File: src/rtl/pulse_sched_if.sv
// Configuration, status and strobe bundle between pulse_sched and its controller.
// The master side drives configuration and arm/enable; the slave side is the scheduler.
interface pulse_sched_if #(
  parameter int unsigned CNT_W = 32
) ();
  logic             enable;
  logic             arm;
  logic [CNT_W-1:0] period;
  logic [15:0]      burst_len;
  logic [15:0]      td_min;
  logic [15:0]      td_max;
  logic [15:0]      td_step;
  logic [11:0]      width_in;
  logic             start_out;
  logic [15:0]      time_double;
  logic [11:0]      width;
  logic             busy;
  logic             done;
  logic [CNT_W-1:0] pulse_cnt;

  modport master (
    output enable, arm, period, burst_len, td_min, td_max, td_step, width_in,
    input  start_out, time_double, width, busy, done, pulse_cnt
  );

  modport slave (
    input  enable, arm, period, burst_len, td_min, td_max, td_step, width_in,
    output start_out, time_double, width, busy, done, pulse_cnt
  );
endinterface

File: src/rtl/pulse_sched.sv
// Burst scheduler for the double-pulse generator: fixed-period start strobes with a swept
// time_double. Define PULSE_SCHED_LFSR_EN to draw time_double from a 16-bit LFSR instead.
module pulse_sched #(
  parameter int unsigned START_HOLD = 4,
  parameter int unsigned CNT_W      = 32
) (
  input logic          clk,
  input logic          rstn,
  pulse_sched_if.slave bus
);

  localparam logic [2:0] StIdle = 3'd0;
  localparam logic [2:0] StLoad = 3'd1;
  localparam logic [2:0] StFire = 3'd2;
  localparam logic [2:0] StWait = 3'd3;
  localparam logic [2:0] StDone = 3'd4;

  localparam logic [CNT_W-1:0] CntOne    = CNT_W'(1);
  localparam logic [CNT_W-1:0] HoldLast  = CNT_W'(START_HOLD - 1);
  localparam logic [CNT_W-1:0] MinPeriod = CNT_W'(2 * START_HOLD);

  logic [2:0]       state_q, state_d;
  logic [CNT_W-1:0] tick_q;
  logic [CNT_W-1:0] peff_q;
  logic [15:0]      burst_q;
  logic [15:0]      tmin_q;
  logic [15:0]      tstep_q;
  logic [15:0]      td_q;
  logic [15:0]      td_next;
  logic [11:0]      width_q;
  logic [CNT_W-1:0] cnt_q;
  logic             start_q, busy_q, done_q;
  logic             expire, last_strobe;

  assign expire      = (tick_q == peff_q - CntOne);
  assign last_strobe = (burst_q != 16'd0) && (cnt_q == CNT_W'(burst_q));

  always_comb begin
    state_d = state_q;
    if (!bus.enable) begin
      state_d = StIdle;
    end else begin
      case (state_q)
        StIdle:  if (bus.arm) state_d = StLoad;
        StLoad:  state_d = StFire;
        StFire:  if (tick_q == HoldLast) state_d = StWait;
        StWait:  if (expire) state_d = last_strobe ? StDone : StFire;
        StDone:  state_d = StIdle;
        default: state_d = StIdle;
      endcase
    end
  end

`ifdef PULSE_SCHED_LFSR_EN
  logic [15:0] lfsr_q;

  // Advances once per strobe, on the same edge that counts it; only reset reseeds it.
  always_ff @(posedge clk or negedge rstn) begin
    if (!rstn) begin
      lfsr_q <= 16'hACE1;
    end else if (bus.enable && state_q == StFire && tick_q == '0) begin
      lfsr_q <= {lfsr_q[0] ^ lfsr_q[2] ^ lfsr_q[3] ^ lfsr_q[5], lfsr_q[15:1]};
    end
  end

  assign td_next = tmin_q + (lfsr_q & tstep_q);
`else
  logic [15:0] tmax_q;
  logic [16:0] sum;

  always_ff @(posedge clk or negedge rstn) begin
    if (!rstn) begin
      tmax_q <= '0;
    end else if (bus.enable && state_q == StLoad) begin
      tmax_q <= bus.td_max;
    end
  end

  // A carry into bit 16 always exceeds td_max, so it wraps like any other overshoot.
  always_comb begin
    sum = {1'b0, td_q} + {1'b0, tstep_q};
    if (tmin_q > tmax_q || sum > {1'b0, tmax_q}) begin
      td_next = tmin_q;
    end else begin
      td_next = sum[15:0];
    end
  end
`endif

  always_ff @(posedge clk or negedge rstn) begin
    if (!rstn) begin
      state_q <= StIdle;
      tick_q  <= '0;
      peff_q  <= '0;
      burst_q <= '0;
      tmin_q  <= '0;
      tstep_q <= '0;
      td_q    <= '0;
      width_q <= '0;
      cnt_q   <= '0;
      start_q <= 1'b0;
      busy_q  <= 1'b0;
      done_q  <= 1'b0;
    end else begin
      state_q <= state_d;
      // Flags follow the state one cycle later; enable low squashes them at once.
      start_q <= bus.enable && (state_q == StFire);
      busy_q  <= bus.enable && (state_q != StIdle);
      done_q  <= bus.enable && (state_q == StDone);
      if (bus.enable) begin
        case (state_q)
          StLoad: begin
            peff_q  <= (bus.period < MinPeriod) ? MinPeriod : bus.period;
            burst_q <= bus.burst_len;
            tmin_q  <= bus.td_min;
            tstep_q <= bus.td_step;
            td_q    <= bus.td_min;
            width_q <= bus.width_in;
            cnt_q   <= '0;
            tick_q  <= '0;
          end
          StFire: begin
            tick_q <= tick_q + CntOne;
            if (tick_q == '0) cnt_q <= cnt_q + CntOne;
          end
          StWait: begin
            if (expire) begin
              tick_q <= '0;
              if (!last_strobe) td_q <= td_next;
            end else begin
              tick_q <= tick_q + CntOne;
            end
          end
          default: ;
        endcase
      end
    end
  end

  assign bus.start_out   = start_q;
  assign bus.time_double = td_q;
  assign bus.width       = width_q;
  assign bus.busy        = busy_q;
  assign bus.done        = done_q;
  assign bus.pulse_cnt   = cnt_q;

endmodule

File: src/flat_wrapper.sv
// flat-port wrapper written by rule: the top's interface ports become plain ports
module pulse_sched_flat 
#(
  parameter int unsigned START_HOLD = 4,
  parameter int unsigned CNT_W      = 32
)
  (clk, rstn, bus_enable, bus_arm, bus_period, bus_burst_len, bus_td_min, bus_td_max, bus_td_step, bus_width_in, bus_start_out, bus_time_double, bus_width, bus_busy, bus_done, bus_pulse_cnt);
  pulse_sched_if #(.CNT_W(CNT_W)) bus_i ();
  input logic clk;
  input logic rstn;
  input wire logic [$bits(bus_i.enable)-1:0] bus_enable;
  input wire logic [$bits(bus_i.arm)-1:0] bus_arm;
  input wire logic [$bits(bus_i.period)-1:0] bus_period;
  input wire logic [$bits(bus_i.burst_len)-1:0] bus_burst_len;
  input wire logic [$bits(bus_i.td_min)-1:0] bus_td_min;
  input wire logic [$bits(bus_i.td_max)-1:0] bus_td_max;
  input wire logic [$bits(bus_i.td_step)-1:0] bus_td_step;
  input wire logic [$bits(bus_i.width_in)-1:0] bus_width_in;
  output wire logic [$bits(bus_i.start_out)-1:0] bus_start_out;
  output wire logic [$bits(bus_i.time_double)-1:0] bus_time_double;
  output wire logic [$bits(bus_i.width)-1:0] bus_width;
  output wire logic [$bits(bus_i.busy)-1:0] bus_busy;
  output wire logic [$bits(bus_i.done)-1:0] bus_done;
  output wire logic [$bits(bus_i.pulse_cnt)-1:0] bus_pulse_cnt;
  assign bus_i.enable = bus_enable;
  assign bus_i.arm = bus_arm;
  assign bus_i.period = bus_period;
  assign bus_i.burst_len = bus_burst_len;
  assign bus_i.td_min = bus_td_min;
  assign bus_i.td_max = bus_td_max;
  assign bus_i.td_step = bus_td_step;
  assign bus_i.width_in = bus_width_in;
  assign bus_start_out = bus_i.start_out;
  assign bus_time_double = bus_i.time_double;
  assign bus_width = bus_i.width;
  assign bus_busy = bus_i.busy;
  assign bus_done = bus_i.done;
  assign bus_pulse_cnt = bus_i.pulse_cnt;
  pulse_sched #(.START_HOLD(START_HOLD), .CNT_W(CNT_W)) u_core (.clk(clk), .rstn(rstn), .bus(bus_i));
endmodule
File: config.mk
export PLATFORM = sky130hd
export DESIGN_NAME = pulse_sched_flat
export DESIGN_NICKNAME = d
export VERILOG_FILES = /design/src/rtl/pulse_sched_if.sv /design/src/rtl/pulse_sched.sv /design/src/flat_wrapper.sv
export SDC_FILE = /design/constraint.sdc
export NUM_CORES = 1
export LEC_CHECK = 0
export BUFFER_PORTS_ARGS = -buffer_cell sky130_fd_sc_hd__buf_2
export CAP_MARGIN = 10
export CORE_ASPECT_RATIO = 0.8
export CORE_MARGIN = 8
export CORE_UTILIZATION = 45
export DETAILED_ROUTE_END_ITERATION = 10
export PLACE_DENSITY = 0.65
export SETUP_SLACK_MARGIN = 0.3
export SLEW_MARGIN = 10
export SYNTH_ARGS = -nofsm -noshare
export SYNTH_HDL_FRONTEND = slang
export SYNTH_SLANG_ARGS = --single-unit
File: constraint.sdc
create_clock -name clk -period 4.8 [get_ports clk]
set_input_delay 0.48 -clock clk [delete_from_list [all_inputs] [get_ports clk]]
set_output_delay 0.48 -clock clk [all_outputs]
set_load 0.02 [all_outputs]
==> flow_summary.yaml, run 1 <==
cells_and_area:
  instances_no_fill: 1796
  layout.nets: 1624
  synthToLayoutAreaGrowth_pct: 16.8
  drive_above_1_share_pct: 18.1
  diodes: 0
  num-fill-cells: 2343
sta:
  relSlewSlack_pct: 31.1
  clock_skew_ns: 0.0153
  tightest_slew_ns: 1.03
  hold_violations: 0
  period_share_pct: 91.8
  clock.fmax_mhz: 227
  setup_viol: 0
  rsz0062_at_grt: "yes"
  timing.setup.tns_ns: 0
  period_needed_ns: 4.41
  drv_slew: 0
logic_synthesis:
  ys_seq_area_share_pct: 43.0
  synth-main-ff-cell: "dfrtp_1"
  syn_area_sq_um: 11300
  synth_area_per_cell_sq_um: 8.72
  synth_edf_count: 0
  synth_cell_types: 64
  ys_ff_latch: 194
  syn_nets: 1459
  syn_inst: 1294
  yosys_warnings: 0
  async_flop_share_pct: 100
route:
  drc_errors: 0
  wl_per_cell_um: 17.3
  num_vias: 9539
  viasPerCell: 5.31
  final_antenna_net_count: 0
  drt-total-wl_um: 31100
  drt_iter0_markers: 598
  drt-pass1-iter-count: 4
die:
  initial_core_util_pct: 45.2
  die_area_sq_um: 30400
  core_sq_um: 25000
  dieHeight_um: 158
  ios: 175
  rows: 52
  die_w_um: 193
placement:
  post-place-cells: 1756
  gp_congestion: 0.868
  io_buffers: 174
  dp_hpwl_um: 22800
setup_path:
  rrSetupSlack_ns: 0.39
  crit_path_top_delay_cell: "or4_1"
  arrival_ns: 4.75
  critPathCaptureType: "flip-flop"
  reg2reg_to: "u_core.bus.time_double[9]"
  crit_required_ns: 5.14
  reg2regPathDepth: 19
  cp_cell_sequence: "ha_1 > a21o_1 > a221o_1 > o211a_1 > o21ai_1 > buf_4 > nand2b_1 > a21o_1 > xor2_1 > ha_1 > nand4_1 > or4_1 > o21ai_1 > a21oi_1 > nand4b_1 > buf_4 > mux2i_1 > a21oi_1 > mux2_4"
  max_stage_delay_ns: 0.51
  rr_startpoint: "u_core.bus.time_double[1]"
  path_class: "reg2reg"
  crit_fanout: 6
  critPathLaunchType: "flip-flop"
run:
  max_cap_violations: 0
clocking:
  cts_inserted_buffers: 17
  cts_sinks: 194
  worstSkewPairLatency_ns: 0.45
  cts_tree: "yes"
  clock_path_buffers: 2
  clkTransAtPathRegs_ns: 0.08
  cts-root-buf: "clkbuf_16"
  ctsHtreeMaxLevel: 4
grt:
  grt_use_total_pct: 20.8
  grt_pass1_vias: 9366
  grt_max_degree: 107
  antenna_found_initial: 1
  grt_overflow_total: 0
  grt_pass1_wl_um: 50200
pwr:
  power_leakage_uw: 0.00662
  peakVddDrop_uv: 487
  power_density_nw_per_um2: 661
min_path:
  hp-class: "in2async"
status:
  status: "finished clean"
==> cell families (layout without fill, tap and decap cells) <==
family	after synthesis	in the layout	synth area share (%)
multiplexers	35	35	3.62
flip-flops	194	194	43.0
adder cells (fa/ha/maj)	53	53	5.94
AND/OR/NAND/NOR	653	653	26.5
buffers and inverters	82	260	2.89
AO/OA/AOI/OAI	155	155	8.53
XOR/XNOR	122	122	9.47
==> layout make-up <==
class                           instances  area (sq um)  area share, %
Tap cell                              324           405           3.08
Sequential cell                       194          4850           36.8
Clock buffer                           20           457           3.47
Clock inverter                         12           100          0.760
Inverter                               34           128          0.968
Timing Repair Buffer                  194          1050           7.94
Multi-Input combinational cell       1018          6190           47.0
==> state kept, by name, indices dropped and copies added (netlist names) <==
signal,count
u_core.burst_q,16
u_core.bus.start_out,1
u_core.bus.busy,1
u_core.peff_q,32
u_core.state_q,3
u_core.tstep_q,16
u_core.bus.width,12
u_core.bus.pulse_cnt,32
u_core.tmax_q,16
u_core.tick_q,32
u_core.tmin_q,16
u_core.bus.time_double,16
u_core.bus.done,1
==> per-stage QoR <==
| step | hold WS, ns | area [sq um] | setup WS (ns) | utilization (%) | power (uW) |
|---|---|---|---|---|---|
| floorplan | 0.184 | 11300 | 0.426 | - | 5810 |
| CTS | 0.186 | 13000 | 0.326 | 52.2 | 8480 |
| detailed placement | 0.457 | 12500 | 0.365 | 49.9 | 7050 |
| global route | 0.204 | 13200 | 0.211 | 52.7 | 9390 |
| finish | 0.142 | 13200 | 0.393 | 52.7 | 8720 |
| global placement | 0.453 | 12500 | 0.479 | 49.9 | 6950 |
==> metal layers <==
metal	vias to the layer above	wire [um]	part of all wire, %	GRT usage [%]
met5	-	8	0.026	0
met4	2	320	1.0	5.05
met3	21	1680	5.4	4.40
met2	189	14000	45	31.7
met1	4603	15100	49	29.8
li1	4724	-	-	-
==> cells in the final DEF (no fill, tap or decap), drive strengths merged, types with 6 or more instances in the layout <==
cell	instances
nand2b	10
xnor2	65
clkinv	6
and4	7
or3	12
nor2b	13
dfrtp	194
ha	52
buf	193
nand2	337
nor4	31
mux2i	19
nor3	26
mux2	16
nor2	123
and3	18
a21o	14
inv	39
nand4	25
clkbuf	21
o21ai	46
nand3	25
xor2	57
a21oi	49
nand3b	6
==> worst max-delay path, delay by kind of cell (launching register included) <==
family	cells	cell delay (ns)
AO/OA/AOI/OAI	8	1.31
adder cells (fa/ha/maj)	2	0.62
flip-flops	1	0.42
AND/OR/NAND/NOR	4	0.95
XOR/XNOR	1	0.16
multiplexers	2	0.44
buffers and inverters	2	0.42
==> where the power goes <==
group | internal (uW) | leakage, uW | switching (uW)
combinational | 2030 | 0.00383 | 2600
clock | 705 | 0.000276 | 679
sequential | 2150 | 0.00251 | 555
total | 4890 | 0.00662 | 3830
==> cells in the mapped netlist, types with 19 or more instances <==
cell type,instances,share of area (%)
a21oi_1,49,2.2
clkbuf_1,41,1.4
dfrtp_1,194,43
ha_1,52,5.8
inv_1,34,1.1
mux2i_1,19,1.7
nand2_1,335,11
nand3_1,25,1.1
nand4_1,25,1.4
nor2_1,123,4.1
nor3_1,24,1.1
nor4_1,28,1.6
o21ai_0,46,2.0
xnor2_1,65,5.0
xor2_1,57,4.4
==> how the worst max path moves through the flow <==
stage	endpoint	start	cells past startpoint
finish	u_core.bus.time_double[9]	u_core.bus.time_double[1]	19
detailed placement	u_core.bus.time_double[6]	u_core.bus.time_double[4]	19
CTS	u_core.bus.time_double[6]	u_core.bus.time_double[4]	19
floorplan	u_core.bus.time_double[10]	u_core.bus.time_double[4]	19
global route	u_core.bus.time_double[6]	u_core.bus.time_double[0]	20
global placement	u_core.bus.time_double[9]	u_core.bus.time_double[0]	20
==> timing repair <==
item	in CTS	in global routing
hold buffers	0	0
gates resized for setup	0	18
endpoints found under the setup margin	0	16
setup buffers	0	7
(Power assumes the default switching activity.)
==> run 2: changes to the inputs <==
--- a/config.mk
+++ b/config.mk
@@ -7,7 +7,6 @@
 export LEC_CHECK = 0
 export BUFFER_PORTS_ARGS = -buffer_cell sky130_fd_sc_hd__buf_2
 export CAP_MARGIN = 10
-export CORE_ASPECT_RATIO = 0.8
 export CORE_MARGIN = 8
 export CORE_UTILIZATION = 45
 export DETAILED_ROUTE_END_ITERATION = 10
==> constraint.sdc (replaced) <==
create_clock -name clk -period 4.8 [get_ports clk]
set_input_delay 0.24 -clock clk [delete_from_list [all_inputs] [get_ports clk]]
set_output_delay 0.24 -clock clk [all_outputs]
set_load 0.02 [all_outputs]
==> run 2 against run 1 <==
Hold slack worse by 0.13 ns. Fmax is 3.5% higher. Wire length is 1.5% higher. Register-to-register slack better by 0.15 ns. Critical endpoint is now u_core.bus.time_double[10]. Largest cell class unchanged. Highest routed layer is now met4.
==> flow_summary.yaml, run 2 (same netlist as run 1, synthesis figures left out) <==
status:
  status: "finished clean"
pwr:
  power_density_nw_per_um2: 635
  clockPowerShare_pct: 17.1
  swShare_pct: 43.9
  power_leakage_uw: 0.00679
  comb_power_share_pct: 51.3
  sequentialPowerShare_pct: 31.6
  switchingPower_uw: 3790
  intPower_uw: 4850
  peakVddDrop_uv: 337
placement:
  io_buffers: 174
  gp_congestion: 0.933
  dp_hpwl_um: 23100
setup_path:
  arrival_ns: 4.59
  critPathLaunchType: "flip-flop"
  crit_required_ns: 5.13
  cp_num_buf_inv: 1
  max_stage_delay_ns: 0.51
  cp_cell_sequence: "ha_1 > and3_1 > a221o_1 > o211a_1 > o21ai_2 > nand2b_1 > a21o_1 > xor2_1 > ha_1 > nand4_1 > or4_1 > o21ai_0 > a21oi_1 > nand4b_1 > buf_6 > mux2i_1 > a21oi_1 > mux2_4"
  crit_family: "compound AO/OA/AOI/OAI gates"
  crit_path_top_delay_cell: "or4_1"
  crit_fanout: 10
  critPathCaptureType: "flip-flop"
  path_class: "reg2reg"
run:
  max_cap_violations: 0
route:
  viasPerCell: 5.22
  num_vias: 9608
  drt-pass1-iter-count: 5
  final_antenna_net_count: 0
  drt-total-wl_um: 31600
  drc_errors: 0
  wl_per_cell_um: 17.2
  drt_iter0_markers: 626
sta:
  clock_skew_ns: 0.0205
  timing.setup.tns_ns: 0
  period_needed_ns: 4.26
  setup_viol: 0
  rsz0062_at_grt: "no"
  relSlewSlack_pct: 30.7
  clock.fmax_mhz: 235
  period_share_pct: 88.7
  drv_slew: 0
  hold_violations: 0
  tightest_slew_ns: 1.04
min_path:
  hp-class: "in2reg"
grt:
  grt_pass1_vias: 9516
  grt_pass1_wl_um: 51400
  grt_use_total_pct: 20.7
  grt_max_degree: 100
  antenna_found_initial: 0
  grt_overflow_total: 0
clocking:
  worstSkewPairLatency_ns: 0.44
  clock_path_buffers: 2
  cts_inserted_buffers: 17
  cts-root-buf: "clkbuf_16"
  clkTransAtPathRegs_ns: 0.08
  cts_tree: "yes"
  ctsHtreeMaxLevel: 4
  cts_sinks: 194
die:
  core_sq_um: 24900
  ios: 175
  initial_core_util_pct: 45.3
  die_w_um: 174
  die_area_sq_um: 30400
  rows: 58
  dieHeight_um: 174
cells_and_area:
  layout.nets: 1663
  num-fill-cells: 2259
  finish.utilization_pct: 54.6
  drive_above_1_share_pct: 16.8
  layout_commonest_cell: "nand2_1"
  diodes: 0
  synthToLayoutAreaGrowth_pct: 20.5
  final_cell_mix: "nand2_1, dfrtp_1, buf_2"
run 2: changes by cell type in the layout (fill, tap and decap cells not counted), sizes merged:
cell	delta
buf	-8
bufinv	+1
clkbuf	-2
clkinvlp	-1
dlygate4sd3	+47
inv	+2
run 2: power groups by stage:
stage               clock network [uW]  registers (uW)  logic (uW)
finish                            1470            2730        4430
global route                      1570            2800        4950
CTS                               1510            2720        4350
detailed placement                   0            2740        4300
global placement                     0            2730        4180
floorplan                            0            2700        3120
run 2: cell type report:
class	count	area (sq um)	share of cell area, %
Inverter	34	128	0.939
Timing Repair Buffer	233	1460	10.7
Clock buffer	18	439	3.23
Tap cell	330	413	3.04
Multi-Input combinational cell	1018	6140	45.1
Clock inverter	14	168	1.23
Sequential cell	194	4850	35.7
run 2: worst reg2reg max path, cell delays in order (launching register included):
cell and delay, ns:
dfrtp_1 0.40, ha_1 0.36, and3_1 0.19, a221o_1 0.35, o211a_1 0.24, o21ai_2 0.17
nand2b_1 0.08, a21o_1 0.18, xor2_1 0.16, ha_1 0.30, nand4_1 0.06, or4_1 0.51
o21ai_0 0.08, a21oi_1 0.05, nand4b_1 0.22, buf_6 0.21, mux2i_1 0.17, a21oi_1 0.09
mux2_4 0.31
run 2: layer usage:
layer	share of wire (%)	vias to the layer above	track usage [%]
li1	-	4800	-
met1	47	4595	28.5
met2	47	193	33.2
met3	4.2	20	4.08
met4	1.4	0	4.70
met5	0	-	0
run 2: stage by stage:
step | total power, uW | area [sq um] | setup WS (ns) | hold slack [ns] | cells
after global placement | 6910 | 12500 | 0.520 | 0.385 | 1761
after detailed placement | 7040 | 12500 | 0.444 | 0.391 | 1761
final | 8630 | 13600 | 0.541 | 0.0164 | 1841
after floorplan | 5810 | 11300 | 0.426 | -0.0556 | 1294
after global routing | 9320 | 13600 | 0.316 | 0.00576 | 1841
after CTS | 8580 | 13600 | 0.408 | 0.000412 | 1840
run 2: final timing paths:
check | to | slack, ns | cells after the start | startpoint
worst max-delay path | u_core.bus.time_double[10] | 0.54 | 18 | u_core.bus.time_double[3]
worst min-delay path | u_core.peff_q[23] | 0.02 | 3 | bus_period[23]
worst max register to register | u_core.bus.time_double[10] | 0.54 | 18 | u_core.bus.time_double[3]
worst min register to register | u_core.bus.width[6] | 0.47 | 2 | u_core.bus.width[6]
max in group asynchronous | u_core.bus.pulse_cnt[10] | 3.33 | 3 | rstn
min in group asynchronous | u_core.tmax_q[9] | 0.45 | 2 | rstn
run 2: what timing repair did:
action                     CTS  global route
setup buffers                0             1
hold endpoints to repair   144             0
hold buffers                47             0
gates resized for setup      0             7
setup endpoints to repair    0            16
